--- src/rtl/popcount21_unary_tx_pkg.sv ---
// Shared definitions for the popcount21 family: default frame geometry,
// the transmitter state encoding and the default-width count type.
package popcount_pkg;

    // Frame length in beats; also the largest count a frame can carry.
    localparam int N_BITS_DEFAULT = 21;

    // Count width; 2**CNT_W must exceed N_BITS so every legal count fits.
    localparam int CNT_W_DEFAULT  = 5;

    // IDLE waits for a count, RUN streams one frame.
    typedef enum logic {
        IDLE = 1'b0,
        RUN  = 1'b1
    } state_t;

    // Population count at the default width.
    typedef logic [CNT_W_DEFAULT-1:0] count_t;

endpackage : popcount_pkg

--- src/rtl/popcount21_unary_tx_if.sv ---
// Handshake bundle for the unary transmitter: a count-in channel, a
// one-bit beat-out channel and two status flags.
//   master : the transmitter itself (drives ready, beats and status)
//   slave  : the environment (offers counts, accepts beats)
interface popcount21_unary_tx_if
    import popcount_pkg::*;
#(
    parameter int CNT_W = CNT_W_DEFAULT
) ();

    logic             in_valid;
    logic             in_ready;
    logic [CNT_W-1:0] in_count;
    logic             out_valid;
    logic             out_ready;
    logic             out_bit;
    logic             out_first;
    logic             out_last;
    logic             sat_pulse;
    logic             busy;

    modport master (
        input  in_valid,
        input  in_count,
        input  out_ready,
        output in_ready,
        output out_valid,
        output out_bit,
        output out_first,
        output out_last,
        output sat_pulse,
        output busy
    );

    modport slave (
        output in_valid,
        output in_count,
        output out_ready,
        input  in_ready,
        input  out_valid,
        input  out_bit,
        input  out_first,
        input  out_last,
        input  sat_pulse,
        input  busy
    );

endinterface : popcount21_unary_tx_if

--- src/rtl/popcount21_unary_tx_unary_beat_gen.sv ---
// Combinational beat generator. Given the beat index, the clamped count and
// the running accumulator it produces the bit for that beat and the
// accumulator value after it. Kept free of state so a popcount21 block can
// reuse it in a loopback check.
//   thermometer (i_spread=0): bit = (k < c), accumulator passes through
//   spread      (i_spread=1): Bresenham step, acc' = acc + c, emit a one and
//                             wrap by N_BITS whenever acc' reaches N_BITS
module unary_beat_gen
    import popcount_pkg::*;
#(
    parameter int N_BITS = N_BITS_DEFAULT,
    parameter int CNT_W  = CNT_W_DEFAULT
) (
    input  logic             i_spread,
    input  logic [CNT_W-1:0] i_k,
    input  logic [CNT_W-1:0] i_c,
    input  logic [CNT_W:0]   i_acc,
    output logic             o_bit,
    output logic [CNT_W:0]   o_acc
);

    // One extra accumulator bit: acc < N_BITS and c <= N_BITS, so the sum
    // stays below 2*N_BITS, which fits in CNT_W+1 bits.
    localparam logic [CNT_W:0] ACC_LIMIT = (CNT_W+1)'(N_BITS);

    logic [CNT_W:0] w_sum;

    assign w_sum = i_acc + {1'b0, i_c};

    // Select thermometer compare or Bresenham step for this beat.
    always_comb begin
        o_bit = 1'b0;
        o_acc = i_acc;
        if (i_spread) begin
            if (w_sum >= ACC_LIMIT) begin
                o_bit = 1'b1;
                o_acc = w_sum - ACC_LIMIT;
            end else begin
                o_bit = 1'b0;
                o_acc = w_sum;
            end
        end else begin
            o_bit = (i_k < i_c);
        end
    end

endmodule : unary_beat_gen

--- src/rtl/popcount21_unary_tx.sv ---
// Unary transmitter: accepts a population count and replays it as an
// N_BITS-beat serial frame holding exactly min(count, N_BITS) ones, either
// ones-first (thermometer) or evenly spread (Bresenham). Every output is a
// register; in_ready depends only on state, never on out_ready.
module popcount21_unary_tx
    import popcount_pkg::*;
#(
    parameter int N_BITS = N_BITS_DEFAULT,
    parameter int CNT_W  = CNT_W_DEFAULT,
    parameter int SPREAD = 0
) (
    input logic                 clk,
    input logic                 rst_n,
    popcount21_unary_tx_if.master bus
);

    localparam logic [CNT_W-1:0] COUNT_LIMIT = CNT_W'(N_BITS);
    localparam logic [CNT_W-1:0] LAST_K      = CNT_W'(N_BITS - 1);
    localparam logic             MODE_SPREAD = (SPREAD != 0);

    state_t           r_state;
    logic [CNT_W-1:0] r_k;
    logic [CNT_W-1:0] r_count;
    logic [CNT_W:0]   r_acc;
    logic             r_in_ready;
    logic             r_out_valid;
    logic             r_out_bit;
    logic             r_out_first;
    logic             r_out_last;
    logic             r_sat_pulse;
    logic             r_busy;

    logic             w_accept;
    logic             w_beat_take;
    logic             w_sat;
    logic [CNT_W-1:0] w_clamped;
    logic [CNT_W-1:0] w_gen_k;
    logic [CNT_W-1:0] w_gen_c;
    logic [CNT_W:0]   w_gen_acc_in;
    logic [CNT_W:0]   w_gen_acc_out;
    logic             w_gen_bit;

    assign w_accept    = (r_state == IDLE) && r_in_ready && bus.in_valid;
    assign w_beat_take = (r_state == RUN) && r_out_valid && bus.out_ready;
    assign w_sat       = (bus.in_count > COUNT_LIMIT);
    assign w_clamped   = w_sat ? COUNT_LIMIT : bus.in_count;

    // Feed the generator the beat that will be shown after the next edge:
    // beat 0 from a fresh accumulator while idle, otherwise beat k+1.
    // r_acc holds the accumulator after the beat currently on out_bit,
    // so a single generator suffices and the bit can be registered.
    always_comb begin
        w_gen_k      = '0;
        w_gen_c      = w_clamped;
        w_gen_acc_in = '0;
        if (r_state == RUN) begin
            w_gen_k      = r_k + CNT_W'(1);
            w_gen_c      = r_count;
            w_gen_acc_in = r_acc;
        end
    end

    unary_beat_gen #(
        .N_BITS (N_BITS),
        .CNT_W  (CNT_W)
    ) u_beat_gen (
        .i_spread (MODE_SPREAD),
        .i_k      (w_gen_k),
        .i_c      (w_gen_c),
        .i_acc    (w_gen_acc_in),
        .o_bit    (w_gen_bit),
        .o_acc    (w_gen_acc_out)
    );

    // Frame FSM with beat counter, accumulator and registered handshake.
    // Reset drops everything at once, so an interrupted frame ends with no
    // out_last. in_ready stays low for the first cycle after reset and
    // comes back the cycle after the last beat is taken.
    always_ff @(posedge clk or negedge rst_n) begin
        if (!rst_n) begin
            r_state     <= IDLE;
            r_k         <= '0;
            r_count     <= '0;
            r_acc       <= '0;
            r_in_ready  <= 1'b0;
            r_out_valid <= 1'b0;
            r_out_bit   <= 1'b0;
            r_out_first <= 1'b0;
            r_out_last  <= 1'b0;
            r_sat_pulse <= 1'b0;
            r_busy      <= 1'b0;
        end else begin
            r_sat_pulse <= 1'b0;
            case (r_state)
                IDLE: begin
                    r_in_ready <= 1'b1;
                    if (w_accept) begin
                        r_state     <= RUN;
                        r_in_ready  <= 1'b0;
                        r_busy      <= 1'b1;
                        r_out_valid <= 1'b1;
                        r_count     <= w_clamped;
                        r_k         <= '0;
                        r_acc       <= w_gen_acc_out;
                        r_out_bit   <= w_gen_bit;
                        r_out_first <= 1'b1;
                        r_out_last  <= (LAST_K == '0);
                        r_sat_pulse <= w_sat;
                    end
                end
                RUN: begin
                    if (w_beat_take) begin
                        if (r_out_last) begin
                            r_state     <= IDLE;
                            r_in_ready  <= 1'b1;
                            r_busy      <= 1'b0;
                            r_out_valid <= 1'b0;
                            r_out_bit   <= 1'b0;
                            r_out_first <= 1'b0;
                            r_out_last  <= 1'b0;
                            r_k         <= '0;
                            r_acc       <= '0;
                        end else begin
                            r_k         <= w_gen_k;
                            r_acc       <= w_gen_acc_out;
                            r_out_bit   <= w_gen_bit;
                            r_out_first <= 1'b0;
                            r_out_last  <= (w_gen_k == LAST_K);
                        end
                    end
                end
                default: begin
                    r_state <= IDLE;
                end
            endcase
        end
    end

    assign bus.in_ready  = r_in_ready;
    assign bus.out_valid = r_out_valid;
    assign bus.out_bit   = r_out_bit;
    assign bus.out_first = r_out_first;
    assign bus.out_last  = r_out_last;
    assign bus.sat_pulse = r_sat_pulse;
    assign bus.busy      = r_busy;

endmodule : popcount21_unary_tx

--- src/flat_wrapper.sv ---
// flat-port wrapper written by rule: the top's interface ports become plain ports
module popcount21_unary_tx_flat import popcount_pkg::*;
#(
    parameter int N_BITS = N_BITS_DEFAULT,
    parameter int CNT_W  = CNT_W_DEFAULT,
    parameter int SPREAD = 0
)
  (clk, rst_n, bus_in_valid, bus_in_count, bus_out_ready, bus_in_ready, bus_out_valid, bus_out_bit, bus_out_first, bus_out_last, bus_sat_pulse, bus_busy);
  popcount21_unary_tx_if #(.CNT_W(CNT_W)) bus_i ();
  input logic clk;
  input logic rst_n;
  input wire logic [$bits(bus_i.in_valid)-1:0] bus_in_valid;
  input wire logic [$bits(bus_i.in_count)-1:0] bus_in_count;
  input wire logic [$bits(bus_i.out_ready)-1:0] bus_out_ready;
  output wire logic [$bits(bus_i.in_ready)-1:0] bus_in_ready;
  output wire logic [$bits(bus_i.out_valid)-1:0] bus_out_valid;
  output wire logic [$bits(bus_i.out_bit)-1:0] bus_out_bit;
  output wire logic [$bits(bus_i.out_first)-1:0] bus_out_first;
  output wire logic [$bits(bus_i.out_last)-1:0] bus_out_last;
  output wire logic [$bits(bus_i.sat_pulse)-1:0] bus_sat_pulse;
  output wire logic [$bits(bus_i.busy)-1:0] bus_busy;
  assign bus_i.in_valid = bus_in_valid;
  assign bus_i.in_count = bus_in_count;
  assign bus_i.out_ready = bus_out_ready;
  assign bus_in_ready = bus_i.in_ready;
  assign bus_out_valid = bus_i.out_valid;
  assign bus_out_bit = bus_i.out_bit;
  assign bus_out_first = bus_i.out_first;
  assign bus_out_last = bus_i.out_last;
  assign bus_sat_pulse = bus_i.sat_pulse;
  assign bus_busy = bus_i.busy;
  popcount21_unary_tx #(.N_BITS(N_BITS), .CNT_W(CNT_W), .SPREAD(SPREAD)) u_core (.clk(clk), .rst_n(rst_n), .bus(bus_i));
endmodule
--- config.mk ---
export PLATFORM = sky130hd
export DESIGN_NAME = popcount21_unary_tx_flat
export DESIGN_NICKNAME = d
export VERILOG_FILES = /design/src/rtl/popcount21_unary_tx_pkg.sv /design/src/rtl/popcount21_unary_tx_if.sv /design/src/rtl/popcount21_unary_tx_unary_beat_gen.sv /design/src/rtl/popcount21_unary_tx.sv /design/src/flat_wrapper.sv
export SDC_FILE = /design/constraint.sdc
export NUM_CORES = 1
export LEC_CHECK = 0
export BUFFER_PORTS_ARGS = -buffer_cell sky130_fd_sc_hd__buf_2
export CORE_UTILIZATION = 45
export CTS_CLUSTER_SIZE = 24
export DETAILED_ROUTE_END_ITERATION = 10
export PLACE_DENSITY = 0.66
export SETUP_SLACK_MARGIN = 0.4
export SLEW_MARGIN = 20
export SYNTH_ARGS = -nofsm -noshare
export SYNTH_HDL_FRONTEND = slang
export SYNTH_SLANG_ARGS = --single-unit
--- constraint.sdc ---
create_clock -name clk -period 3.3 [get_ports clk]
set_input_delay 0 -clock clk [delete_from_list [all_inputs] [get_ports clk]]
set_output_delay 0 -clock clk [all_outputs]
set_load 0.01 [all_outputs]
Word-level counts from Yosys, hierarchy flattened
Cells that the tools add are included.
- register bits: 17
- bits of input ports: 9
- add/subtract/negate cells: 1
- $lt $le $gt $ge: 2
- equal/unequal tests: 4
- multiplexer cells: 31
- bitwise gates (word level): 1
- reduce and logical (&&, ||, !) cells: 8
- operators with widths (kind ; number):
    2-to-1 mux 5 bit ; 6
    2-to-1 mux 1 bit ; 18
    one-hot mux 1 bit (2 select lines) ; 6
    one-hot mux 5 bit (2 select lines) ; 1
    AND reduction 2 bit ; 3
    adder 5 x 1 -> 5 bit (second input constant) ; 1
    equality test 5 bit (second input constant) ; 1
    greater-than comparator 5 bit (second input constant) ; 1
    < comparator 5 bit ; 1
    logical AND 1 bit ; 4
    inequality test 2 bit (second input constant) ; 2
    AND reduction 3 bit ; 1
    inequality test 2 x 1 -> 1 bit (second input constant) ; 1
    inverter 1 bit ; 1

Logic depth before layout (Yosys ltp)
Gate-level depths: netlist of run 1.
- depth in word-level cells: 7
- depth in mapped cells: 8
- depth with buffers taken out: 8

Modules after synthesis
Synthesis of run 1 repeated with hierarchy kept, for this count alone.
- cell total of the unflattened synthesis: 198
- area total of the unflattened synthesis: 1727.9 µm²
- by module, submodules not included (module ; instances ; cells an instance ; area an instance (µm²)):
    popcount21_unary_tx ; 1 ; 125 ; 1157.4
    unary_beat_gen ; 1 ; 73 ; 570.5

Least setup slack after synthesis of run 1
No wires, ideal clock.
- path kind: register -> register
- start: reg u_core.r_k[0]
- end: reg u_core.r_out_bit (netlist: u_core.bus.out_bit)
- data arrival time: 1.779 ns
- data required time: 3.197 ns
- setup slack: 1.418 ns
- stages on the path, launching flop included: 8
- buffers on the path: 0
- period minus slack after synthesis: 1.882 ns
- cell sequence: dfrtp_1 > ha_1 > nand3_2 > mux2i_4 > ha_1 > a221oi_1 > o21ai_0 > o41ai_2
- longest elaborated chain between the ends: 6
- elaborated cells on any way between the ends: 7
- RTL lines (element ; RTL line ; source):
    from (decl) ; popcount21_unary_tx.sv:22 ; logic [CNT_W-1:0] r_k;
    from (signal assigned) ; popcount21_unary_tx.sv:124 ; r_k <= w_gen_k;
    adder 5 x 1 -> 5 bit * ; popcount21_unary_tx.sv:57 ; w_gen_k = r_k + CNT_W'(1);
    2-to-1 mux 5 bit * ; popcount21_unary_tx.sv:56 ; if (r_state == RUN) begin
    < comparator 5 bit * ; popcount21_unary_tx_unary_beat_gen.sv:43 ; o_bit = (i_k < i_c);
    2-to-1 mux 1 bit ; popcount21_unary_tx.sv:113 ; if (r_out_last) begin
    2-to-1 mux 1 bit ; popcount21_unary_tx.sv:112 ; if (w_beat_take) begin
    one-hot mux 1 bit (2 select lines) * ; popcount21_unary_tx.sv:94 ; case (r_state)
    to (signal assigned) ; popcount21_unary_tx.sv:105 ; r_out_bit <= w_gen_bit;
    to (signal assigned) ; popcount21_unary_tx.sv:126 ; r_out_bit <= w_gen_bit;
    to (decl) ; popcount21_unary_tx.sv:27 ; logic r_out_bit;
Every way passes the cells marked *; elsewhere a longest branch is shown, timed or not. The select of a mux whose other input is x is not followed.
A chain may end at the register's enable or synchronous reset.

Worst setup path after layout of run 1
- start: reg u_core.r_state
- end: reg u_core.r_out_bit (netlist: u_core.bus.out_bit)
- longest elaborated chain between the ends: 5
- elaborated cells on any way between the ends: 15
- RTL lines (element ; RTL line ; source):
    from (decl) ; popcount21_unary_tx.sv:21 ; state_t r_state;
    from (signal assigned) ; popcount21_unary_tx.sv:81 ; r_state <= IDLE;
    from (signal assigned) ; popcount21_unary_tx.sv:98 ; r_state <= RUN;
    from (signal assigned) ; popcount21_unary_tx.sv:114 ; r_state <= IDLE;
    2-to-1 mux 5 bit / inverter 1 bit (equally long branches) ; -- ;
    < comparator 5 bit / logical AND 1 bit (equally long branches) ; popcount21_unary_tx_unary_beat_gen.sv:43, popcount21_unary_tx.sv:43 ;
    2-to-1 mux 1 bit / logical AND 1 bit (equally long branches) ; popcount21_unary_tx.sv:113, popcount21_unary_tx.sv:43 ;
    2-to-1 mux 1 bit / inequality test 2 x 1 -> 1 bit (equally long branches) ; -- ;
    one-hot mux 1 bit (2 select lines) / AND reduction 2 bit (equally long branches) ; -- ;
Parallel ways exist; a longest one is shown, timed or not. The select of a mux whose other input is x is not followed.

==> out/results.tsv, run 1 <==
stage	metric	value	unit
cts	insertion_delay	0.29	ns
critical_path	arrival	2.48	ns
yosys	yosysWarnings	0	
finish	fin_nets	134	
floorplan	dieWidth	49.4	µm
power_and_ir_drop	p_leak	0.586	nW
floorplan	dieHeight	49.4	µm
critical_path	required	3.49	ns
cts	post_cts_buffers	0	
run	maxCapViolCount	0	
sta	max_freq	437	MHz
placement	gp_congestion	0.782	
sta	min_period_over_period	0.693	
power_and_ir_drop	power_density	869	nW/µm²
yosys	synth_top_area_cell	dfrtp_1	
yosys	synthFlopType	dfrtp_1	
route	ant_nets	0	
floorplan	ios	16	
route	dr.pass1.iters	4	
global_routing	grt_pass1_vias	725	
sta	hold_viol	0	
yosys	yosys.cell_types.count	35	
floorplan	fp.coreArea	2040	µm²
yosys	synth-adder-area-share	0.0618	
finish	multi_input_area	528	µm²
finish	layout_common_cells	nand2_1, dfrtp_1, buf_2	
route	wl_per_cell	12.5	µm
floorplan	die_area	2440	µm²
sta	grt_setup_unrepaired	no	
sta	skew	0.00813	ns
cts	clk_path_buf_depth	2	
yosys	synth_compound_area_frac	0.156	
yosys	synthTopCellsByArea	dfrtp_1, nand2_1, ha_1	
sta	maxSlewViolCount	0	
sta	finalSetupViolations	0	
critical_path	start_kind	flop	
finish	synthToLayoutAreaGrowth	13.7	%
floorplan	start_util	0.496	
yosys	ys_seq_area_frac	0.420	
sta	worst_pin_slew	0.674	ns
global_routing	antenna_found_initial	0	
yosys	syn-cell-area	1010	µm²
yosys	postSynthAreaPerCell	10.0	µm²
cts	cts_root_buf	clkbuf_4	
yosys	synth_top_area_frac	0.420	
sta	min_period	2.29	ns
cts	cts_inserted_buffers	3	
route	vias	789	
route	via_per_inst	5.40	
power_and_ir_drop	ir_drop	0.000465	V
sta	slew_headroom	0.551	
critical_path	crit_fanout	21	
min_path	hp-class	input port to flop	
finish	final_common_cell	nand2_1	
yosys	synth_seq_cells	17	
placement	port_buffers	15	
yosys	netlist_instances	101	
finish	fillers	192	
finish	antennaDiodeCount	0	
placement	hpwl	1330	µm
critical_path	endpoint_kind	flop	
finish	drive_gt1_frac	0.261	
cts	h-tree-depth	1	
floorplan	row_count	16	
yosys	synth_top_family_by_area	simple AND/OR/NAND/NOR gates	
route	drt_iter0_markers	11	
yosys	synth_xor_area_frac	0.00865	
route	drc	0	
yosys	syn_nets	115	
yosys	synth_edf_count	0	
yosys	synthArstFlopShare	1.00	
global_routing	track_usage	0.168	
cts	clkSinkCount	17	
route	drt-total-wl	1820	µm
sta	tns	0	ns
global_routing	grt_max_degree	22	
global_routing	grt_overflow_total	0	
finish	seq_area	425	µm²
critical_path	critPathKind	flop to flop	
global_routing	grt_pass1_wl	3090	µm
power_and_ir_drop	p_total	1.00	mW
yosys	yosys.area_share.simple	0.221	
cts	cts_tree	done	
yosys	synthMuxAreaShare	0.0742	
status	status	finished clean	
cts	clkSlewWorstSetupHoldPaths	0.10	ns
[layout make-up]
cell class | count | share of cell area
Clock inverter | 1 | 0.00435
Sequential cell | 17 | 0.370
Tap cell | 27 | 0.0293
Timing Repair Buffer | 20 | 0.109
Clock buffer | 3 | 0.0196
Inverter | 3 | 0.00978
Multi-Input combinational cell | 75 | 0.459
[synthesized netlist by cell type, types with 2 or more instances]
library cell,n
inv_1,2
buf_2,2
ha_1,5
buf_6,2
o41ai_2,2
o21ai_1,3
mux2i_1,3
a21o_1,2
nand3_1,3
buf_4,2
mux2_2,2
dfrtp_1,17
o21ai_0,4
a21oi_1,4
nor2_1,5
nand2b_1,2
nand2_1,21
a22o_1,3
[per-stage QoR]
step                worst slack (ns)  std cells  utilization  area, µm²  hold slack, ns
floorplan                       1.42        101            -       1010          -0.296
global placement                1.16        137        0.526       1070         -0.0525
detailed placement              1.02        137        0.526       1070         -0.0529
CTS                             1.01        146        0.564       1150         0.00553
global route                   0.824        146        0.564       1150          0.0368
finish                          1.01        146        0.564       1150          0.0163
[metal layers]
metal	vias up	track usage	routed length [µm]
li1	391	-	-
met1	378	0.217	895
met2	16	0.253	839
met3	4	0.0405	58
met4	0	0.100	28
met5	-	0	0
[sequential cells by signal (all words and copies together) (netlist names)]
signal,flops
u_core.r_count,5
u_core.r_k,5
u_core.bus.busy,1
u_core.bus.in_ready,1
u_core.bus.out_bit,1
u_core.bus.out_first,1
u_core.bus.out_last,1
u_core.bus.sat_pulse,1
u_core.r_state,1
[kinds of logic (layout without fill, tap and decap cells)]
logic type                 Yosys count  after routing
xor gates and xnor gates             1              1
buffers and inverters                9             27
DFF                                 17             17
adders and majority gates            5              5
and+or+nand+nor                     42             42
AOI/OAI and AO/OA                   21             21
muxes                                6              6
[path summary, 6_finish.rpt]
| check | from | endpoint | slack, ns | cells after the start |
|---|---|---|---|---|
| setup / recovery | u_core.r_state | u_core.bus.out_bit | 1.01 | 6 |
| hold / removal | bus_in_count[3] | u_core.r_count[3] | 0.02 | 3 |
| setup reg to reg | u_core.r_state | u_core.bus.out_bit | 1.01 | 6 |
| hold reg to reg | u_core.bus.out_first | u_core.bus.out_first | 0.49 | 2 |
| max in group asynchronous | rst_n | u_core.r_count[4] | 2.87 | 2 |
| min in group asynchronous | rst_n | u_core.r_k[1] | 0.15 | 2 |
[worst max-delay path: stages, from the launching register on]
cell      delay, ns
dfrtp_1        0.79
or2b_1         0.31
mux2i_4        0.16
ha_1           0.28
a221oi_1       0.28
o21ai_0        0.16
o41ai_2        0.20
[repair_timing]
| item | 4_1_cts | 5_1_grt |
|---|---|---|
| hold buffers | 5 | 0 |
| hold endpoints to repair | 21 | 0 |
| resized for setup | 0 | 0 |
[where the power goes]
| part | internal [mW] | total, mW | switching [mW] |
|---|---|---|---|
| Clock | 0.0451 | 0.111 | 0.0655 |
| Sequential | 0.290 | 0.383 | 0.0934 |
| Combinational | 0.244 | 0.507 | 0.263 |
| Total | 0.578 | 1.00 | 0.422 |
No activity file was read; power rests on OpenSTA's default activity.
==> inputs of run 2 (changes only) <==
ABC_AREA = 1   (was default)
clock period = 2.3 ns   (was 3.3 ns; I/O delays follow)
==> out/results.tsv, run 2 <==
stage	metric	value	unit	change
status	status	finished, violations left		
status	failed_checks	hold timing		
finish	seq_area	427	µm²	+0.29%
yosys	ys_seq_area_frac	0.444		+0.0236
floorplan	start_util	0.484		-0.0121
finish	top_regs	u_core.r_count x5, u_core.r_k x5		
yosys	synth_common_cells	nand2_1, dfrtp_1, inv_1		
floorplan	ios	16		unchanged
floorplan	dieHeight	48.2	µm	-2.6%
power_and_ir_drop	netSwitchingFraction	0.226		-0.195
power_and_ir_drop	power_density	426	nW/µm²	-51%
placement	placed_cells	157		+15%
yosys	yosysMostFrequentCell	nand2_1		
critical_path	critPathKind	flop to flop		
critical_path	r2r-start	u_core.r_k[0]		
power_and_ir_drop	p_seq_frac	0.613		+0.230
cts	clk_path_buf_depth	2		unchanged
global_routing	track_usage	0.202		+0.0338
cts	cts_inserted_buffers	3		unchanged
finish	multi_input_area	453	µm²	-14%
finish	fin_nets	156		+16%
yosys	synth_top_area_cell	dfrtp_1		
critical_path	startpoint	u_core.r_k[0]		
critical_path	required	2.53	ns	-0.96 ns
placement	pre_cts_ws	0.472	ns	-0.551 ns
cts	insertion_delay	0.29	ns	about the same
route	ant_nets	0		unchanged
finish	antennaDiodeCount	0		unchanged
yosys	postSynthAreaPerCell	8.12	µm²	-19%
critical_path	reg2reg_slack	0.51	ns	-0.50 ns
placement	gp_congestion	0.833		+6.5%
yosys	syn-cell-area	958	µm²	-5.3%
yosys	synth_seq_cells	17		unchanged
floorplan	dieWidth	48.2	µm	-2.6%
yosys	netlist_instances	118		+17%
cts	cts_root_buf	clkbuf_4		
power_and_ir_drop	p_total	0.488	mW	-51%
min_path	hold_end	u_core.r_count[1]		
global_routing	grt_overflow_total	0		unchanged
power_and_ir_drop	p_comb_frac	0.054		-0.452
critical_path	crit_fanout	3		-86%
yosys	synth_top_area_frac	0.444		+0.0236
global_routing	grt_pass1_vias	751		+3.6%
floorplan	row_count	16		unchanged
power_and_ir_drop	switchingPower	0.110	mW	-74%
sta	worst_pin_slew	0.398	ns	-0.276 ns
route	via_per_inst	5.12		-5.3%
yosys	synthTopCellsByArea	dfrtp_1, nand2_1, ha_1		
placement	port_buffers	15		unchanged
critical_path	reg2reg_depth	11		+5
yosys	synthArstFlopShare	1.00		unchanged
finish	fillers	177		-7.8%
cts	clkSlewWorstSetupHoldPaths	0.10	ns	about the same
finish	drive_gt1_frac	0.220		-0.0406
sta	finalSetupViolations	0		unchanged
cts	cts_tree	done		
sta	whs	-0.00188	ns	-0.0181 ns
global_routing	grt_max_degree	18		-18%
yosys	synth_edf_count	0		unchanged
power_and_ir_drop	ir_drop	0.000312	V	-33%
finish	synthToLayoutAreaGrowth	19.5	%	
route	vias	860		+9.0%
power_and_ir_drop	internal-power	0.377	mW	-35%
yosys	yosys.cell_types.count	24		-31%
sta	tns	0	ns	unchanged
global_routing	antenna_found_initial	0		unchanged
cts	clkSinkCount	17		unchanged
yosys	synthFlopType	dfrtp_1		
finish	layout_common_cells	nand2_1, inv_1, dfrtp_1, buf_2		
floorplan	fp.coreArea	1980	µm²	-2.9%
sta	grt_setup_unrepaired	no		
placement	hpwl	1430	µm	+7.6%
critical_path	endpoint_kind	flop		
route	drc	0		unchanged
sta	min_period_over_period	0.779		+0.0860
route	dr.pass1.iters	4		unchanged
route	drt-total-wl	2040	µm	+12%
sta	skew	0.00550	ns	-0.00263 ns
finish	final_common_cell	nand2_1		
critical_path	arrival	2.02	ns	-0.46 ns
route	wl_per_cell	12.1	µm	-2.7%
sta	max_freq	558	MHz	+28%
power_and_ir_drop	p_leak	0.659	nW	+12%
sta	setup_ws	0.508	ns	-0.505 ns
finish	instances_no_fill	168		+15%
floorplan	die_area	2320	µm²	-5.1%
min_path	hp-class	input port to flop		
sta	maxSlewViolCount	0		unchanged
yosys	yosysWarnings	0		unchanged
min_path	holdPathStages	3		unchanged
critical_path	r2r_end	u_core.bus.out_bit		
global_routing	grt_pass1_wl	3210	µm	+3.8%
finish	finalCoreUtilization	0.578		+0.0139
sta	slew_headroom	0.735		+0.184
power_and_ir_drop	clkPwrFrac	0.334		+0.224
sta	hold_viol	1		+1
route	drt_iter0_markers	18		+7
critical_path	start_kind	flop		
min_path	hold_start	bus_in_count[1]		
run	maxCapViolCount	0		unchanged
yosys	syn_nets	132		+15%
cts	h-tree-depth	1		unchanged
sta	min_period	1.79	ns	-0.495 ns
==> run 2: cell types whose count changed in the layout (fill, tap and decap cells not counted), sizes merged, moves of 2 or more <==
cell	previous run	this run
a21o	2	0
a22o	3	0
and2	2	0
buf	15	18
inv	3	18
mux2	2	0
mux2i	4	0
nand2	21	31
nand2b	2	0
nand3	5	11
nand3b	2	0
nor3	0	4
o21ai	7	14
o41ai	2	0
==> run 2: cells by family after synthesis <==
family	Yosys count	share of synthesized area
fa+ha+maj	5	0.0653
simple gates	52	0.265
flops	17	0.444
buf+inv	21	0.0888
compound gates	23	0.137
==> run 2: layout make-up <==
type,count,share of cell area
Inverter,18,0.0590
Clock buffer,4,0.0230
Multi-Input combinational cell,80,0.396
Sequential cell,17,0.373
Timing Repair Buffer,22,0.120
Tap cell,27,0.0295
==> run 2: power groups by stage <==
stage	Sequential (mW)	Combinational (mW)	Clock, mW
final	0.299	0.0263	0.163
after global routing	0.299	0.0304	0.180
after global placement	0.305	0.0203	0
after detailed placement	0.305	0.0208	0
after CTS	0.299	0.0262	0.168
after floorplan	0.305	0.00529	0
==> run 2: per-layer routing <==
metal,vias up,share of wire,global-route usage
met4,0,0.0069,0.0722
met2,23,0.50,0.331
met1,400,0.45,0.269
li1,435,-,-
met5,-,0,0
met3,2,0.035,0.0333
==> run 2: stage by stage <==
step	area, µm²	hold WS (ns)
finish	1140	-0.00188
global route	1140	0.0169
CTS	1120	0.00165
detailed placement	1050	-0.0504
global placement	1050	-0.0546
floorplan	958	-0.296
==> run 2: worst max-delay path by stage <==
stage | slack [ns] | end
final | 0.51 | u_core.bus.out_bit
after global routing | 0.41 | u_core.bus.out_bit
after floorplan | 0.64 | u_core.bus.out_bit
after CTS | 0.47 | u_core.bus.out_bit
after detailed placement | 0.47 | u_core.bus.out_bit
after global placement | 0.54 | u_core.bus.out_bit
==> run 2: critical path, stage by stage, from the launching register on <==
cell,delay (ns)
dfrtp_1,0.41
ha_1,0.24
nand2_1,0.10
o21ai_0,0.15
nand2_1,0.09
nor2_1,0.11
ha_1,0.25
a21oi_1,0.13
o211ai_1,0.10
inv_1,0.06
nand2_1,0.05
nand2_1,0.05
==> run 2: repair_timing <==
| item | CTS | global route |
|---|---|---|
| endpoints found under the hold margin | 20 | 0 |
| hold buffers | 4 | 0 |
| endpoints found under the setup margin | 0 | 3 |
| gates resized for setup | 0 | 2 |
| setup buffers | 0 | 3 |
==> inputs of run 3 (changes only) <==
ABC_AREA = 0   (was 1)
clock period = 1.7 ns   (was 2.3 ns; I/O delays follow)
==> out/results.tsv, run 3 (synthesis gave the netlist of run 1 again) <==
stage	metric	value	unit	change
floorplan	die_area	2440	µm²	+5.4%
critical_path	r2r_end	u_core.bus.out_bit		
global_routing	grt_max_degree	18		unchanged
finish	drive_gt1_frac	0.407		+0.188
finish	layout_common_cells	nand2_1, dfrtp_1, buf_2, buf_4, nor2_1		
finish	synthToLayoutAreaGrowth	32.6	%	
sta	min_period	1.79	ns	-0.00377 ns
finish	final_common_cell	nand2_1		
global_routing	grt_pass1_wl	3780	µm	+18%
sta	skew	0.00346	ns	-0.00204 ns
placement	gp_congestion	0.734		-12%
finish	fin_nets	150		-3.8%
power_and_ir_drop	ir_drop	0.000930	V	+200%
floorplan	ios	16		unchanged
sta	hold_viol	0		-1
placement	pre_cts_ws	-0.103	ns	-0.575 ns
cts	h-tree-depth	1		unchanged
power_and_ir_drop	internal-power	1.45	mW	+280%
power_and_ir_drop	power_density	1800	nW/µm²	+320%
critical_path	crit_end	u_core.bus.out_bit		
critical_path	cpPeakStageDelay	0.43	ns	+0.02 ns
power_and_ir_drop	switchingPower	0.974	mW	+780%
critical_path	path_cells	buf_4 -> buf_4 -> and2_1 -> ha_1 -> nand4_1 -> nor3b_2 -> o41ai_2		
global_routing	antenna_found_initial	0		unchanged
placement	hpwl	1470	µm	+2.6%
route	via_per_inst	5.33		+4.2%
global_routing	grt_pass1_vias	880		+17%
sta	whs	0.00808	ns	+0.00996 ns
cts	clkSlewWorstSetupHoldPaths	0.10	ns	about the same
floorplan	row_count	16		unchanged
power_and_ir_drop	p_seq_frac	0.286		-0.327
sta	finalSetupViolations	1		+1
critical_path	arrival	2.00	ns	-0.02 ns
critical_path	required	1.91	ns	-0.62 ns
global_routing	grt_overflow_total	0		unchanged
status	status	finished, violations left		
cts	cts_inserted_buffers	3		unchanged
sta	setup_ws	-0.0887	ns	-0.596 ns
critical_path	reg2reg_depth	7		-4
route	dr.pass1.iters	4		unchanged
critical_path	slowest_stage	dfrtp_1		
finish	antennaDiodeCount	0		unchanged
sta	max_freq	559	MHz	+0.21%
route	drc	0		unchanged
placement	port_buffers	15		unchanged
finish	top_regs	u_core.r_count x5, u_core.r_k x5		
critical_path	reg2reg_slack	-0.09	ns	-0.60 ns
critical_path	start_kind	flop		
run	maxCapViolCount	0		unchanged
power_and_ir_drop	p_leak	0.675	nW	+2.5%
floorplan	start_util	0.496		+0.0121
placement	placed_cells	148		-5.7%
cts	cts_tree	done		
sta	maxSlewViolCount	0		unchanged
critical_path	crit_fanout	6		+3
status	failed_checks	setup timing		
cts	clk_path_buf_depth	2		unchanged
sta	slew_headroom	0.723		-0.0118
cts	cts_root_buf	clkbuf_4		
cts	insertion_delay	0.30	ns	about the same
power_and_ir_drop	clkPwrFrac	0.094		-0.240
route	vias	864		+0.47%
sta	grt_setup_unrepaired	yes		
route	ant_nets	0		unchanged
global_routing	track_usage	0.206		+0.00459
sta	worst_pin_slew	0.416	ns	+0.0177 ns
floorplan	fp.coreArea	2040	µm²	+3.0%
critical_path	cp_common_cell	buf_4		
critical_path	critPathKind	flop to flop		
route	wl_per_cell	13.4	µm	+11%
cts	clkSinkCount	17		unchanged
sta	tns	-0.0887	ns	-0.0887 ns
critical_path	r2r-start	u_core.r_state		
route	drt_iter0_markers	6		-12
critical_path	endpoint_kind	flop		
floorplan	dieHeight	49.4	µm	+2.6%
critical_path	startpoint	u_core.r_state		
route	drt-total-wl	2180	µm	+6.7%
power_and_ir_drop	p_comb_frac	0.620		+0.566
min_path	hp-class	input port to flop		
floorplan	dieWidth	49.4	µm	+2.6%
finish	instances_no_fill	162		-3.6%
sta	min_period_over_period	1.05		+0.273
power_and_ir_drop	netSwitchingFraction	0.403		+0.176
## run 3: cell types whose count changed in the layout (fill, tap and decap cells not counted), moves of 3 or more
cell	delta
a22o_1	+3
buf_4	+11
ha_1	-3
inv_1	-14
nand2_1	-8
nand3_1	-6
o21ai_0	-6
## run 3: repair_timing
action	CTS	global route
endpoints found under the hold margin	20	0
gates resized for setup	6	4
pin swaps	1	1
setup buffers	4	1
hold buffers	4	0
setup endpoints to repair	6	7
cloned	1	0
## run 3: final cells by class
cell class / count / area, µm²
tap: 27 / 33.8
fill: 182 / 699
timing repair buffer: 35 / 243
inverter: 3 / 11.3
clock buffer: 4 / 26.3
multi-input combinational: 76 / 603
sequential: 17 / 425
## run 3: power groups by stage
stage	Combinational, mW	Sequential [mW]	Clock, mW
after floorplan	0.918	0.695	0
after global placement	1.24	0.686	0
after detailed placement	1.29	0.691	0
after CTS	1.45	0.689	0.230
after global routing	1.65	0.719	0.249
final	1.50	0.692	0.228
## run 3: per-layer routing
layer	GRT usage	vias up	wire length, µm
li1	-	425	-
met1	0.243	421	1010
met2	0.379	13	1080
met3	0.0280	5	52
met4	0.0714	0	40
met5	0	-	0
## run 3: stage by stage
step | area (µm²) | utilization | total power, mW
final | 1340 | 0.657 | 2.42
after global routing | 1340 | 0.657 | 2.61
after CTS | 1320 | 0.646 | 2.37
after detailed placement | 1180 | 0.579 | 1.98
after global placement | 1180 | 0.579 | 1.93
after floorplan | 1040 | - | 1.61
## run 3: worst min-delay path by stage
stage	start	to	slack, ns	cells past startpoint
floorplan	rst_n	u_core.bus.busy	-0.30	0
global placement	rst_n	u_core.r_k[2]	-0.06	1
CTS	bus_in_count[4]	u_core.r_count[4]	0.006	2
global route	bus_in_count[4]	u_core.r_count[4]	0.01	2
detailed placement	rst_n	u_core.bus.busy	-0.05	1
finish	bus_in_count[4]	u_core.r_count[4]	0.008	2
## run 3: worst max-delay path: cells and delay by family (launching register included)
| family | cells | cell delay, ns |
|---|---|---|
| AO/OA/AOI/OAI | 1 | 0.29 |
| adder cells (fa/ha/maj) | 1 | 0.28 |
| buffers and inverters | 2 | 0.33 |
| flip-flops | 1 | 0.43 |
| AND/OR/NAND/NOR | 3 | 0.37 |
